### config.mk
export PLATFORM = sky130hd
export DESIGN_NAME = countdown_timer
export DESIGN_NICKNAME = d
export VERILOG_FILES = /design/src/rtl/countdown_timer.sv
export SDC_FILE = /design/constraint.sdc
export NUM_CORES = 1
export LEC_CHECK = 0
export ABC_AREA = 1
export CORE_ASPECT_RATIO = 1.75
export CORE_MARGIN = 2
export CORE_UTILIZATION = 50
export DETAILED_ROUTE_END_ITERATION = 8
export GPL_TIMING_DRIVEN = 1
export PLACE_DENSITY = 0.76
export SLEW_MARGIN = 15
export SYNTH_ARGS = -nofsm -noshare
export SYNTH_HDL_FRONTEND = slang
export SYNTH_SLANG_ARGS = --single-unit
### constraint.sdc
create_clock -name clk -period 4.7 [get_ports clk]
set_input_delay 0.94 -clock clk [delete_from_list [all_inputs] [get_ports clk]]
set_output_delay 0.94 -clock clk [all_outputs]
set_load 0.01 [all_outputs]
### src/rtl/countdown_timer.sv
// Programmable down-counting timer with prescaler, optional auto-reload and a
// sticky level interrupt (with overrun flag) cleared by an acknowledge strobe.
module countdown_timer #(
    parameter int WIDTH      = 16,
    parameter int PRESCALE_W = 4
) (
    input  logic                  clk,
    input  logic                  rst_n,
    input  logic                  load,
    input  logic [WIDTH-1:0]      load_value,
    input  logic [PRESCALE_W-1:0] prescale,
    input  logic                  start,
    input  logic                  stop,
    input  logic                  auto_reload,
    input  logic                  irq_ack,
    output logic [WIDTH-1:0]      count,
    output logic                  busy,
    output logic                  irq,
    output logic                  overrun
);

    typedef enum logic {
        IDLE = 1'b0,
        RUN  = 1'b1
    } state_t;

    state_t                state, state_next;
    logic [WIDTH-1:0]      count_next;
    logic [WIDTH-1:0]      reload_reg, reload_next;
    logic [PRESCALE_W-1:0] pcnt, pcnt_next;
    logic                  tick;
    logic                  expiry;
    logic                  irq_next;
    logic                  overrun_next;

    // pcnt is free-running modulo 2^PRESCALE_W, so a prescale lowered below
    // the current pcnt simply waits for the wrap before the next tick.
    assign tick = (pcnt == prescale);

    // Command priority per cycle: stop > load > start > tick.
    always_comb begin
        state_next  = state;
        count_next  = count;
        reload_next = reload_reg;
        pcnt_next   = pcnt;
        expiry      = 1'b0;

        case (state)
            IDLE: begin
                if (stop) begin
                    state_next = IDLE;
                end else if (load) begin
                    reload_next = load_value;
                    count_next  = load_value;
                end else if (start && (count != '0)) begin
                    state_next = RUN;
                    pcnt_next  = '0;
                end
            end

            RUN: begin
                if (stop) begin
                    state_next = IDLE;
                    pcnt_next  = '0;
                end else if (load) begin
                    reload_next = load_value;
                    count_next  = load_value;
                    pcnt_next   = '0;
                    state_next  = (load_value != '0) ? RUN : IDLE;
                end else if (tick) begin
                    pcnt_next = '0;
                    if (count == WIDTH'(1)) begin
                        expiry = 1'b1;
                        if (auto_reload && (reload_reg != '0)) begin
                            count_next = reload_reg;
                        end else begin
                            count_next = '0;
                            state_next = IDLE;
                        end
                    end else if (count != '0) begin
                        count_next = count - WIDTH'(1);
                    end else begin
                        state_next = IDLE;
                    end
                end else begin
                    pcnt_next = pcnt + PRESCALE_W'(1);
                end
            end

            default: begin
                state_next = IDLE;
            end
        endcase
    end

    // An expiry wins over a same-cycle acknowledge; overrun needs irq already pending.
    always_comb begin
        irq_next     = expiry | (irq & ~irq_ack);
        overrun_next = (expiry & irq & ~irq_ack) | (overrun & ~irq_ack);
    end

    always_ff @(posedge clk or negedge rst_n) begin
        if (!rst_n) begin
            state      <= IDLE;
            count      <= '0;
            reload_reg <= '0;
            pcnt       <= '0;
            irq        <= 1'b0;
            overrun    <= 1'b0;
        end else begin
            state      <= state_next;
            count      <= count_next;
            reload_reg <= reload_next;
            pcnt       <= pcnt_next;
            irq        <= irq_next;
            overrun    <= overrun_next;
        end
    end

    assign busy = (state == RUN);

endmodule

After elaboration in Yosys (flattened, before gate mapping)

Index checks and enable logic that the tools add are counted.

Add/sub/neg operators: 2
Multipliers: 0
Div/mod/pow operators: 0
Order comparisons: 0
Equal/unequal tests: 9
Shift operators: 0
Mux-type cells: 32
Bitwise operators: 9
Reduce and logical (&&, ||, !) cells: 8

Operators by type and width:

| cell                                                  | count |
|---|---|
| two-way mux 16 bit                                    | 8 |
| nonzero test 16 bit                                   | 3 |
| case mux 16 bit (2 select lines)                      | 1 |
| two-way mux 4 bit                                     | 6 |
| == test 16 x 1 -> 1 bit, second input constant        | 1 |
| subtractor 16 x 1 -> 16 bit, second input constant    | 1 |
| two-way mux 1 bit                                     | 15 |
| inequality test 2 bit, second input constant          | 5 |
| case mux 4 bit (2 select lines)                       | 1 |
| AND reduction 5 bit                                   | 1 |
| adder 4 x 1 -> 4 bit, second input constant           | 1 |
| AND 1 bit                                             | 4 |
| == test 4 bit                                         | 1 |
| inequality test 4 x 2 -> 1 bit, second input constant | 1 |
| inequality test 3 x 2 -> 1 bit, second input constant | 1 |
| inverter 1 bit                                        | 3 |
| AND reduction 3 bit                                   | 1 |
| logical AND 1 bit                                     | 2 |
| OR 1 bit                                              | 2 |
| case mux 1 bit (2 select lines)                       | 1 |
| AND reduction 2 bit                                   | 1 |

Register bits after elaboration: 39
Bits in latches: 0
Bits in writable memories: 0
Memory bits (read-only): 0
Output and inout port bits: 19
Memories: 0

Logic depth before layout (Yosys ltp)

Word-level depth: 9
Depth in mapped cells: 13
Gate-level depth less buffers: 13

Worst setup path after synthesis

Ideal clock, no wire load.

Path kind: input to register
Start point: input prescale[1]
End point: register count[11]
Setup time: 0.117 ns
Arrival time: 1.877 ns
Required time: 4.583 ns
Slack: 2.705 ns
Stages: 10
Buffers on the path: 1
Cells stage by stage: xor2_1 -> nor2_1 -> nand2_1 -> nor2_1 -> nand2_2 -> nand2_4 -> inv_6 -> buf_8 -> nand2_1 -> nand2_1

Cells in the longest elaborated chain, start to end: 3

Ends and longest elaborated chain:

| what                                     | line | RTL |
|---|---|---|
| from (decl)                              | 11   | `input logic [PRESCALE_W-1:0] prescale,` |
| == test 4 bit                            | 38   | `assign tick = (pcnt == prescale);` |
| inequality test 3 x 2 -> 1 bit (no line) | --   |  |
| AND reduction 5 bit (no line)            | --   |  |
| to (signal assigned)                     | 112  | `count <= count_next;` |
| to (decl)                                | 16   | `output logic [WIDTH-1:0] count,` |

Every way passes these cells.
A chain may end at the register's enable or synchronous reset.

Worst setup path after layout

Start point: input prescale[3]
End point: register count[13]

The elaborated chain is that of the path after synthesis.

==> metrics <==
outcome completed; Congestion Overflow GR 0; combinational group share of total power about 29%; drc violations 0; register area share after synthesis a little under two fifths; max cap viols 0; clk slew on worst S/H paths 0.08 ns; WL met1 between 2 and 3 mm; Sequential Area 976 µm²; VDD IR-drop max about 210 µV; cell count after synthesis 424; worst setup margin roughly 2.4 ns; I/O Buffers 45; Initial DRC Count 134; Synthesis Warnings 0; global-route wire length before repair 13.0 mm; Worst setup SP type primary input; WHS Endpoint overrun; CP Data Required Time 4.88 ns; post-layout min period 2.34 ns; largest net degree at the start of global routing 40; R2R cell count 10; simple-gate share of the synthesized area 44.2%; Final Hold Fails 0; Hold Crit Start overrun; compound-cell area share of the yosys netlist 7.11%; Worst slew margin 40.8%; Hold Buf Count CTS 0; CTS Buf Count 5; Clock Skews 0.00952 ns; Flop pwr share 43.4%; CTS sink cnt 39; Die X-Extent 59.1 µm; fillcell total between 500 and 600; Overall Global Routing Usage 28.6%; met3 routed WL 363 µm; fin crit share 49.8%; Post-Route WL 7.64 mm; Final #Nets about 500; Critical R2R Capture count[1]; unrepaired setup endpoints after global routing no; critical path peak fanout 17; largest family of logic cells by synthesized area simple AND/OR/NAND/NOR gates; # diodes 0; Post-Syn Area 0.00266 mm²; R2R setup slack between 2 and 3 ns; antenna viol nets, final 0; Root Driver clkbuf_8; Psw ~0.35 mW; vias per cell 5.47; Final Wtd Congestion 0.934; CTS resizes 0; XOR/XNOR Fraction of Synth Area 2.31%; Max Freq 0.427 GHz; DR WL met2 4.22 mm; Max Slew Vio Count 0; # rows 35; CTS tree done; LEAKAGE 1.60 nW; Top Metal Used met4; setup_tns 0 ns; htree depth 2; post-CTS setup buffer count 0; Avg WL per Cell 14.6 µm; adder and majority gate portion of the synthesized area 1.41%; IO Count 46; final setup fails 0; vias in the first global route 2862; P&R area growth vs syn 21.6%; CP Capture Type flip-flop; worst skew pair latency 0.29 ns; Least-Margin Pin Slew just under 0.9 ns; initial antenna violation count 0; PwrDens approximately 310 mW/mm²; Core ar. 0.00521 mm²; Post-Place Worst Slack about 2.1 ns; Clock Tree Buf Depth 2; Final Core Density between 60 and 70%; Synth cell types 27; multi-input logic area roughly 0.0015 mm²; Worst EP arrival 2.52 ns; drt pass-1 iters 5; DP HPWL 5.93 mm; Clock Power Share 27.4%; Synth Net Count approximately 450; die outline area 0.00594 mm²; Die Ht 100 µm; mux contribution to synthesized area 0%; share of cells above drive strength 1 around 5%; worst hold stages 2; total power 1.00 mW; worst reg2reg path startpoint count[7]; Finished Cell Area 0.00323 mm²; Crit Path Class primary input to flip-flop; Hold/Removal Path Class flip-flop to flip-flop; Starting Density about half; Switching Share 34.6%; Pint roughly 0.65 mW; Vias 2868; DP Area 0.00313 mm²; Synth Area per Inst ~6.3 µm²; Synth Register Bits 39
## cells in the final DEF (no fill, tap or decap), drive strengths merged, types with 4 or more instances in the layout
master and n:
a21oi 8, clkbuf 5, clkdlybuf4s50 44, dfrtp 39
inv 41, nand2 166, nand3 35, nand4 4
nor2 76, o21ai 27, xor2 5
## per-stage QoR
stage               std cells  hold slack, ns
floorplan                 424           0.465
global placement          517           0.481
detailed placement        517           0.510
CTS                       524           0.529
global route              524           0.568
finish                    524           0.515
## cell type report
cell class                 count  area share (%)
sequential                    39            30.2
clock inverter                 2            1.16
inverter                      41            4.91
multi-input combinational    335            45.2
timing repair buffer          47            14.2
tap                           55            2.13
clock buffer                   5            2.13
## synthesized netlist by cell type
| cell | number | share of area, % |
|---|---|---|
| o21ai_1 | 1 | 0.19 |
| nor4_1 | 1 | 0.24 |
| clkbuf_1 | 5 | 0.71 |
| xor2_1 | 5 | 1.6 |
| nor2_1 | 72 | 10 |
| or2_2 | 2 | 0.47 |
| a31oi_1 | 1 | 0.24 |
| a21oi_1 | 8 | 1.5 |
| nand2_4 | 1 | 0.42 |
| ha_1 | 3 | 1.4 |
| nor3_1 | 3 | 0.56 |
| buf_2 | 1 | 0.19 |
| nand2_1 | 162 | 23 |
| buf_8 | 1 | 0.56 |
| xnor2_1 | 2 | 0.66 |
| inv_1 | 38 | 5.4 |
| nand3b_1 | 1 | 0.28 |
| inv_2 | 2 | 0.28 |
| nand4_1 | 4 | 0.94 |
| buf_6 | 2 | 0.85 |
| inv_6 | 1 | 0.33 |
| nand2_2 | 3 | 0.71 |
| dfrtp_1 | 39 | 37 |
| o211ai_1 | 1 | 0.28 |
| nand3_1 | 35 | 6.6 |
| o21ai_0 | 26 | 4.9 |
| nor2_2 | 4 | 0.94 |
## power by group through the flow
stage | Clock, mW | Combinational (mW) | Sequential, mW
floorplan | 0 | 0.162 | 0.431
global placement | 0 | 0.286 | 0.439
detailed placement | 0 | 0.291 | 0.439
CTS | 0.279 | 0.294 | 0.433
global route | 0.293 | 0.333 | 0.441
finish | 0.274 | 0.293 | 0.434
## worst max path at each step
stage                startpoint         to
floorplan           prescale[1]  count[11]
global placement    prescale[3]   count[2]
detailed placement  prescale[3]   count[2]
CTS                 prescale[3]   count[2]
global route               load   count[3]
finish              prescale[3]  count[13]
## cell families after synthesis
group                      after synthesis
and+or+nand+nor                        288
buffers and inverters                   50
DFF                                     39
AOI/OAI and AO/OA                       37
xor gates and xnor gates                 7
adders and majority gates                3
## per-layer routing
metal  GRT usage, %  up-vias
met5              0        -
met4           13.8        0
met3           3.34       26
met2           52.9      112
met1           30.8     1317
li1               -     1413
## worst max-delay path, cell delays in order
cell and delay, ns:
clkdlybuf4s50_1 0.43, xor2_1 0.17, nor2_1 0.15, nand2_1 0.12
nor2_1 0.19, nand2_2 0.10, nand2_4 0.19, inv_6 0.11
nand2_1 0.08, nand2_1 0.05
Note: power is estimated with default switching activity, not from simulation.
